===== src/rtl/register_file_2r1w.sv =====
// Parametrised 2-read/1-write register file with registered read ports,
// write-first bypass, optional hardwired-zero r0 and a per-register written mask.
module register_file_2r1w #(
    parameter int WIDTH    = 16,
    parameter int DEPTH    = 16,
    parameter bit ZERO_REG = 1'b0,
    localparam int ADDR_W  = $clog2(DEPTH)
) (
    input  logic              clk,
    input  logic              reset,
    input  logic              we,
    input  logic [ADDR_W-1:0] waddr,
    input  logic [WIDTH-1:0]  wdata,
    input  logic              ra_en,
    input  logic [ADDR_W-1:0] ra_addr,
    output logic [WIDTH-1:0]  ra_data,
    output logic              ra_valid,
    input  logic              rb_en,
    input  logic [ADDR_W-1:0] rb_addr,
    output logic [WIDTH-1:0]  rb_data,
    output logic              rb_valid,
    input  logic              clear_mask,
    output logic [DEPTH-1:0]  written_mask
);

    logic [WIDTH-1:0] regs [DEPTH];
    logic             wr_ok;
    logic [WIDTH-1:0] ra_next;
    logic [WIDTH-1:0] rb_next;

    // A write to r0 is dropped entirely when r0 is hardwired to zero.
    assign wr_ok = we && !(ZERO_REG && (waddr == '0));

    for (genvar i = 0; i < DEPTH; i++) begin : g_reg
        logic [WIDTH-1:0] q;
        logic             w;

        always_ff @(posedge clk or posedge reset) begin
            if (reset) begin
                q <= '0;
                w <= 1'b0;
            end else if (wr_ok && (waddr == ADDR_W'(i))) begin
                q <= wdata;
                w <= 1'b1;
            end else if (clear_mask) begin
                w <= 1'b0;
            end
        end

        assign regs[i]         = q;
        assign written_mask[i] = w;
    end

    // Write-first: a same-cycle write to the read address returns the new data.
    function automatic logic [WIDTH-1:0] read_value(input logic [ADDR_W-1:0] addr);
        if (ZERO_REG && (addr == '0)) begin
            return '0;
        end
        if (wr_ok && (waddr == addr)) begin
            return wdata;
        end
        return regs[addr];
    endfunction

    always_comb begin
        ra_next = read_value(ra_addr);
        rb_next = read_value(rb_addr);
    end

    always_ff @(posedge clk or posedge reset) begin
        if (reset) begin
            ra_data  <= '0;
            ra_valid <= 1'b0;
        end else begin
            ra_valid <= ra_en;
            if (ra_en) begin
                ra_data <= ra_next;
            end
        end
    end

    always_ff @(posedge clk or posedge reset) begin
        if (reset) begin
            rb_data  <= '0;
            rb_valid <= 1'b0;
        end else begin
            rb_valid <= rb_en;
            if (rb_en) begin
                rb_data <= rb_next;
            end
        end
    end

endmodule


===== config.mk =====
export PLATFORM = sky130hd
export DESIGN_NAME = register_file_2r1w
export DESIGN_NICKNAME = d
export VERILOG_FILES = /design/src/rtl/register_file_2r1w.sv
export SDC_FILE = /design/constraint.sdc
export NUM_CORES = 1
export LEC_CHECK = 0
export CORE_MARGIN = 2
export CORE_UTILIZATION = 63
export CTS_BUF_LIST = sky130_fd_sc_hd__clkbuf_4
export DETAILED_ROUTE_END_ITERATION = 8
export PLACE_DENSITY = 0.84
export RECOVER_POWER = 100
export SYNTH_ARGS = -nofsm -noshare
export SYNTH_HDL_FRONTEND = slang
export SYNTH_SLANG_ARGS = --single-unit

===== constraint.sdc =====
create_clock -name clk -period 11.4 [get_ports clk]
set_input_delay 1.14 -clock clk [delete_from_list [all_inputs] [get_ports clk]]
set_output_delay 1.14 -clock clk [all_outputs]
set_load 0.03 [all_outputs]

-- After elaboration in Yosys (flattened, before gate mapping)
Index checks and enable logic that the tools add are counted.
- register bits: 306
- logic and storage cells: 121
- magnitude comparators: 2
- equality and inequality tests: 17
- mux-type cells: 29
- bitwise gates (word level): 2
- reduce and logical (&&, ||, !) cells: 35
- operators with widths (kind ; count):
    binary-select mux 16 bit (select 4 bit) ; 2
    2-to-1 mux 16 bit ; 8
    equality test 4 bit, second input constant ; 8
    nonzero test 2 bit ; 16
    2-to-1 mux 1 bit ; 19
    logical AND 1 bit ; 18
    equality test 4 x 3 -> 1 bit, second input constant ; 4
    >= comparator 5 bit, second input constant ; 2
    NOT 4 -> 5 bit ; 2
    equality test 4 x 2 -> 1 bit, second input constant ; 2
    equality test 4 bit ; 2
    equality test 4 x 1 -> 1 bit, second input constant ; 1
    logical NOT 4 bit ; 1

-- Logic depth before layout (Yosys ltp)
Gate-level depths: netlist of run 1.
- depth in word-level cells: 5
- mapped depth: 7

-- Worst setup path before layout of run 1
Ideal clock, no wire load.
- kind: input port to flip-flop
- from: input port waddr[1]
- to: register g_reg[9].q[0]
- library setup time: 125 ps
- data arrival time: 2331 ps
- data required time: 11275 ps
- path slack: 8944 ps
- cell stages on the path: 5
- path through: buf_2 -> nand2b_1 -> nor2_2 -> buf_4 -> mux2_2
- word-level cells in the longest chain between the ends: 2
- RTL lines (what ; line ; RTL):
    from (decl) ; 12 ; input logic [ADDR_W-1:0] waddr,
    equality test 4 bit ; 42 ; end else if (wr_ok && (waddr == ADDR_W'(i))) begin
    logical AND 1 bit ; 42 ;
    to (signal assigned) ; 43 ; q <= wdata;
    to (decl) ; 35 ; logic [WIDTH-1:0] q;
Every way passes these cells.
A chain may end at the register's enable or synchronous reset.

-- Final worst setup path of run 1
- from: input port ra_addr[1]
- to: register ra_data[10]
- word-level cells in the longest chain between the ends: 5
- elaborated cells on any way between the ends: 8
- RTL lines (what ; line ; RTL):
    from (decl) ; 15 ; input logic [ADDR_W-1:0] ra_addr,
    NOT 4 -> 5 bit (implied by the code) ; 62 ; return regs[addr];
    binary-select mux 16 bit (select 4 bit) ; 62 ;
    2-to-1 mux 16 bit (implied by the code) (2 in a row) ; 62 ;
    2-to-1 mux 16 bit (*) ; 62 ;
    to (signal assigned) ; 77 ; ra_data <= ra_next;
    to (decl) ; 16 ; output logic [WIDTH-1:0] ra_data,
Mark *: on every way between the ends. The rest lies on a longest branch, timed or not. The select of a mux whose other input is x is not followed.

==> run summary, run 1 <==
status -> finished with violations
violated checks -> capacitance limit, slew limit
worst r2r src -> g_reg[3].q[7]
Post-Layout Inst Area -> 0.0177 mm²
top cell type's share of synthesized area -> 47.2%
setup slack, reg-to-reg -> 9.72 ns
Worst Path Max Fanout -> 30
R2R Path End -> rb_data[7]
postcts setup bufs -> 0
vias in the first global route -> 11.9k
max cap viols -> 18
min cycle time layout -> 6.71 ns
Final ANT Viol Nets -> 0
largest family of logic cells by synthesized area -> multiplexers
CP Data Required Time -> 11.96 ns
Resized cells post-CTS -> 0
Hold Buf Count CTS -> 0
die footprint -> 0.0270 mm²
WS Path Type -> in -> reg
Post-Synth Adder-Cell Area -> 0%
drt total wl -> 43,500 µm
Hold Crit Endpoint -> g_reg[6].w
crit path capture type -> flip-flop
Core Rows -> 58
area leader, netlist -> dfrtp_1
Worst Hold Class -> reg -> reg
maximum clock frequency -> 0.149 GHz
drt first pass iters -> 8
#FFs+latches synth -> 306
fill cell count -> 1,736
Period Utilization, post-route -> 58.9%
Bufs on Longest Clock Path -> 3
placed insts -> 1,568
CTS tree -> yes
CTS Buf Count -> 80
Post-Syn Area -> 0.0162 mm²
Simple-Gate Fraction of Synth Area -> 5.09%
DR vias/cell -> 6.79
Clock Sinks -> 306
grt ovf -> 0
Total GRT Usage -> 33.4%
top post-synthesis cells by area -> dfrtp_1 (47%), mux2_2 (13%), mux4_1 (11%), mux2i_1 (4.0%), mux4_2 (3.9%)
worst reg2reg path depth -> 3
I/O Pins -> 84
Area growth syn-to-layout -> 9.29%
final setup skew -> 0.0453 ns
Synth Area in XOR/XNOR -> 0.432%
Area after DPL -> 0.0169 mm²
clock latency on the worst-skew pair -> 0.69 ns
Syn Nets -> 1,291
clk root buf -> clkbuf_4
most frequent cells in the layout -> dfrtp_1 (306), mux2_2 (192), o21ai_0 (134)
Rel. slew slack -> -172%
layout cell share with drive strength beyond 1 -> 26.8%
count of cell types in the netlist -> 34
largest net degree at the start of global routing -> 90
DIE WIDTH -> 164 µm
GP Congestion -> 0.881
H-tree depth -> 3
nets -> 1,354
Max IR drop VDD -> 103 µV
initial core utilization -> 64.2%
hold_sp -> g_reg[6].w
# setup viols final -> 0
DRT iter0 DRCs -> 1,205
setup TNS -> 0 ns
post-route insts no fill -> 1,701
total core area -> 0.0253 mm²
Startpoint Class -> input port
Synth Area in Compound Gates -> 9.68%
P_leak -> 8.15 nW
synthesized area per cell -> 12.9 µm²
Max Transition Viols Final -> 484
global-route wire length before repair -> 67,700 µm
RSZ-0062 raised after global routing -> false
PwrDens -> 174 mW/mm²
Worst Hold Depth -> 1
final hold vios -> 0
multiplexer share of the synthesized area -> 32.2%
via count -> 11.5k
Mapped Cells -> 1,257
Reg clk slew, reported paths -> 0.06 ns
post-DR wirelength/cell -> 25.6 µm
Worst Path Arrival -> 7.27 ns
most common cell after layout, fill and taps aside -> dfrtp_1
DIE HEIGHT -> 164 µm
worst slew pin tran -> 4.06 ns
Post-DP HPWL -> 27,100 µm
antenna violations before repair -> 5
sequential cell area fraction in the yosys report -> 47.2%
Port-buffer cells -> 83
warnings from Yosys -> 0
Remaining DRCs -> 0
[critical path, stage by stage]
cell	delay, ns
buf_2	0.58
clkbuf_1	1.76
xor2_1	0.17
nor3_1	1.67
a21boi_0	1.42
a31oi_1	0.47
[area by class of cell]
type / count / area [µm²] / share of cell area (%)
flip-flops and latches: 306 / 7660 / 43.2
repair buffers: 112 / 970 / 5.47
clock inverters: 17 / 65.1 / 0.367
multi-input cells: 794 / 7660 / 43.2
well taps: 330 / 413 / 2.33
inverters: 26 / 98.8 / 0.558
clock buffers: 112 / 841 / 4.75
diodes: 4 / 10.0 / 0.0565
[sequential cells by signal, indices dropped and copies added, names as in the netlist]
signal	cells
g.q	256
g.w	16
ra_data	16
ra_valid	1
rb_data	16
rb_valid	1
[layer usage]
metal | wire length (µm) | vias to the layer above | track usage [%] | share of wire [%]
met4 | 1800 | 0 | 15.0 | 4.1
li1 | - | 4873 | - | -
met3 | 4810 | 127 | 10.1 | 11
met2 | 20000 | 695 | 50.8 | 46
met1 | 17000 | 5847 | 44.8 | 39
met5 | 0 | - | 0 | 0
[how the worst max path moves through the flow]
| stage | from | endpoint | slack [ns] | depth (start not counted) |
|---|---|---|---|---|
| finish | ra_addr[1] | ra_data[10] | 4.69 | 6 |
| global route | ra_addr[1] | ra_data[10] | 4.35 | 6 |
| CTS | reset | rb_data[1] | 8.07 | 4 |
| detailed placement | reset | g_reg[1].q[15] | 7.37 | 4 |
| global placement | rb_addr[1] | rb_data[14] | 7.33 | 6 |
| floorplan | reset | g_reg[0].q[0] | 1.80 | 1 |
[per-stage QoR]
stage | hold WS (ns) | utilization (%) | power [mW] | setup slack, ns
CTS | 0.482 | 70.5 | 3.10 | 8.07
detailed placement | 0.469 | 66.9 | 2.21 | 7.37
global placement | 0.463 | 66.9 | 2.16 | 7.33
global route | 0.494 | 70.1 | 3.23 | 4.35
finish | 0.472 | 70.1 | 3.09 | 4.69
floorplan | 0.455 | - | 1.98 | 1.80
[kinds of logic after synthesis]
kind of cell           after synthesis
multiplexers                       352
buffers and inverters              157
flip-flops                         306
AND/OR/NAND/NOR                    192
XOR/XNOR                             8
AO/OA/AOI/OAI                      242
[synthesized netlist by cell type]
library cell  count
a21boi_2          2
a21o_1           10
a221oi_1         32
a31oi_1          32
a41o_1           32
and2_1            2
buf_1             7
buf_2            30
buf_4            30
buf_6            15
clkbuf_1         45
clkbuf_4          4
clkinv_1          1
dfrtp_1         306
inv_1            25
mux2_2          192
mux2i_1          64
mux4_1           68
mux4_2           28
nand2_1         130
nand2b_1          5
nand3_2           1
nand3b_1          1
nand3b_2          1
nor2_1           35
nor2_2            9
nor2b_1           3
nor3_4            2
nor3b_2           1
o21ai_0         121
o21ai_1          13
or3_1             2
xnor2_1           2
xor2_1            6
[where the power goes]
group	switching (mW)	leakage [nW]	internal [mW]	total (mW)
clock	0.443	0.552	0.447	0.891
sequential	0.169	3.80	1.31	1.48
combinational	0.340	3.79	0.377	0.716
total	0.952	8.15	2.14	3.09
Note: power is estimated with default switching activity, not from simulation.
==> run 2, diff against run 1 <==
CORE_UTILIZATION = 57   (was 63)
PLACE_DENSITY = 0.8   (was 0.84)
clock period = 5.6 ns   (was 11.4 ns; I/O delays follow)
==> run 2 against run 1 <==
Clock-buffer cell count up 2. Clock skew up 0.014 ns. Cell count is 3.5% higher. Worst setup slack got worse by 2.6 ns. Wire length increased by 3.5%. Largest cell class unchanged. The run still ends with capacitance limit, slew limit left. Sequential power is 100% higher. Power up 110%. Utilization is 5.9 points lower. Combinational power is 97% higher. Critical endpoint is now ra_data[1]. Clock power grew 120%.
==> run summary, run 2 (synthesis results as in run 1) <==
Final ANT Viol Nets -> 0 (unchanged)
CP Data Required Time -> 6.08 ns (-5.88 ns)
CP Cell Sequence -> dlygate4sd3_1 > clkbuf_1 > a21boi_0 > clkbuf_1 > a31oi_1
via count -> 11.8k (+1.9%)
most common cell after layout, fill and taps aside -> dfrtp_1
Max IR drop VDD -> 171 µV (+66%)
Crit path buffers/inverters -> 3 (+1)
GP Congestion -> 0.824 (-6.4%)
max reg flops -> 256 (unchanged)
Bufs on Longest Clock Path -> 3 (unchanged)
Critical Path Max Stage Delay -> 1.26 ns (-0.50 ns)
vias in the first global route -> 12.3k (+2.9%)
DRT iter0 DRCs -> 1,143 (-5.1%)
layout cell share with drive strength beyond 1 -> 26.9% (+0.14 points)
DR vias/cell -> 6.68 (-1.6%)
die footprint -> 0.0298 mm² (+10%)
P_leak -> 8.20 nW (+0.70%)
CTS tree -> yes
worst slew pin tran -> 2.23 ns (-1.84 ns)
largest net degree at the start of global routing -> 163 (+81%)
crit-path leading delay family -> buffers and inverters
drt total wl -> 45,100 µm (+3.5%)
fill cell count -> 2,087 (+20%)
grt ovf -> 0 (unchanged)
Port-buffer cells -> 83 (unchanged)
multi-input combinational cell area -> 0.00766 mm² (unchanged)
Clock Sinks -> 306 (unchanged)
initial core utilization -> 58.2% (-6.0 points)
Post-Layout Inst Area -> 0.0179 mm² (+1.1%)
# setup viols final -> 0 (unchanged)
global-route wire length before repair -> 70,800 µm (+4.7%)
register bank with the most flops -> g.q
PwrDens -> 358 mW/mm² (+110%)
Max Transition Viols Final -> 492 (+1.7%)
final hold vios -> 0 (unchanged)
setup TNS -> 0 ns (unchanged)
postcts setup bufs -> 0 (unchanged)
min cycle time layout -> 3.52 ns
Worst Path Arrival -> 3.99 ns (-3.28 ns)
DIE HEIGHT -> 173 µm (+5.0%)
final worst slack -> 2.08 ns (-2.60 ns)
status -> finished with violations
Area after DPL -> 0.0170 mm² (+0.57%)
maximum clock frequency -> 0.284 GHz
Post-DP HPWL -> 27,600 µm (+1.8%)
Worst Path Max Fanout -> 22 (-27%)
Sequential Area -> 0.00766 mm² (unchanged)
Reg clk slew, reported paths -> 0.06 ns (about the same)
Hold Buf Count CTS -> 0 (unchanged)
clk root buf -> clkbuf_4
max cap viols -> 11 (-7)
RSZ-0062 raised after global routing -> false
violated checks -> capacitance limit, slew limit
most frequent cells in the layout -> dfrtp_1 (306), mux2_2 (190), o21ai_0 (134)
Period Utilization, post-route -> 62.8%
CP most frequent cell -> clkbuf_1
H-tree depth -> 3 (unchanged)
Worst path slowest cell -> dlygate4sd3_1
WS Path Type -> in -> reg
Resized cells post-CTS -> 0 (unchanged)
antenna violations before repair -> 1 (-4)
nets -> 1,359 (+0.37%)
I/O Pins -> 84 (unchanged)
Worst Hold Class -> reg -> reg
Total GRT Usage -> 30.7% (-2.7 points)
DIE WIDTH -> 173 µm (+5.0%)
Area growth syn-to-layout -> 10.5%
worst hold margin -> 0.471 ns (-0.000506 ns)
final setup skew -> 0.0589 ns (+0.0135 ns)
Remaining DRCs -> 0 (unchanged)
clock latency on the worst-skew pair -> 0.71 ns (+0.02 ns)
total core area -> 0.0279 mm² (+10%)
Core Rows -> 61 (+5.2%)
drt first pass iters -> 6 (-2)
pre-CTS worst setup slack -> 2.18 ns (-5.19 ns)
crit path capture type -> flip-flop
CTS Buf Count -> 82 (+2.5%)
post-DR wirelength/cell -> 25.6 µm (about the same)
Startpoint Class -> input port
Rel. slew slack -> -48.5% (+120 points)
## run 2: changes by cell type in the layout (fill, tap and decap cells not counted), sizes merged
cell / before / now
bufinv: 0 / 2
clkbuf: 129 / 134
clkdlybuf4s50: 24 / 23
clkinv: 15 / 23
clkinvlp: 1 / 5
diode: 4 / 1
dlygate4sd3: 55 / 56
inv: 27 / 23
## run 2: cell type report
class,count,area share (%)
Inverter,26,0.552
Tap cell,378,2.64
Clock inverter,27,0.978
Clock buffer,114,4.78
Multi-Input combinational cell,794,42.8
Timing Repair Buffer,115,5.51
Antenna cell,1,0.0140
Sequential cell,306,42.8
## run 2: through the flow
| stage | power (mW) | util (%) | instances |
|---|---|---|---|
| after floorplan | 4.03 | - | 1257 |
| after global placement | 4.38 | 61.0 | 1619 |
| after detailed placement | 4.48 | 61.0 | 1619 |
| after CTS | 6.46 | 64.7 | 1760 |
| after global routing | 6.74 | 64.3 | 1761 |
| final | 6.41 | 64.3 | 1761 |
## run 2: path summary, 6_finish.rpt
path	start	to	slack, ns	depth (start not counted)
max	ra_en	ra_data[1]	2.08	5
min	g_reg[13].w	g_reg[13].w	0.47	1
max reg2reg	g_reg[5].q[1]	rb_data[1]	4.01	4
min reg2reg	g_reg[13].w	g_reg[13].w	0.47	1
max in group asynchronous	reset	ra_data[2]	2.15	3
min in group asynchronous	reset	g_reg[14].q[5]	0.60	2
## run 2: worst reg2reg max path, stage by stage (launching register included)
cell	delay [ns]
dfrtp_1	0.41
mux4_1	0.52
mux2_2	0.28
nand2_1	0.08
a31oi_1	0.10
## run 2: layer usage
metal,wire length (µm),track usage [%]
met1,17600,39.2
met2,21300,48.7
met3,3900,7.56
met4,2270,16.6
met5,0,0
## run 2: where the power goes
part           switching (mW)  internal (mW)
combinational           0.646          0.764
sequential              0.357           2.67
clock                   0.943           1.03
total                    1.95           4.47
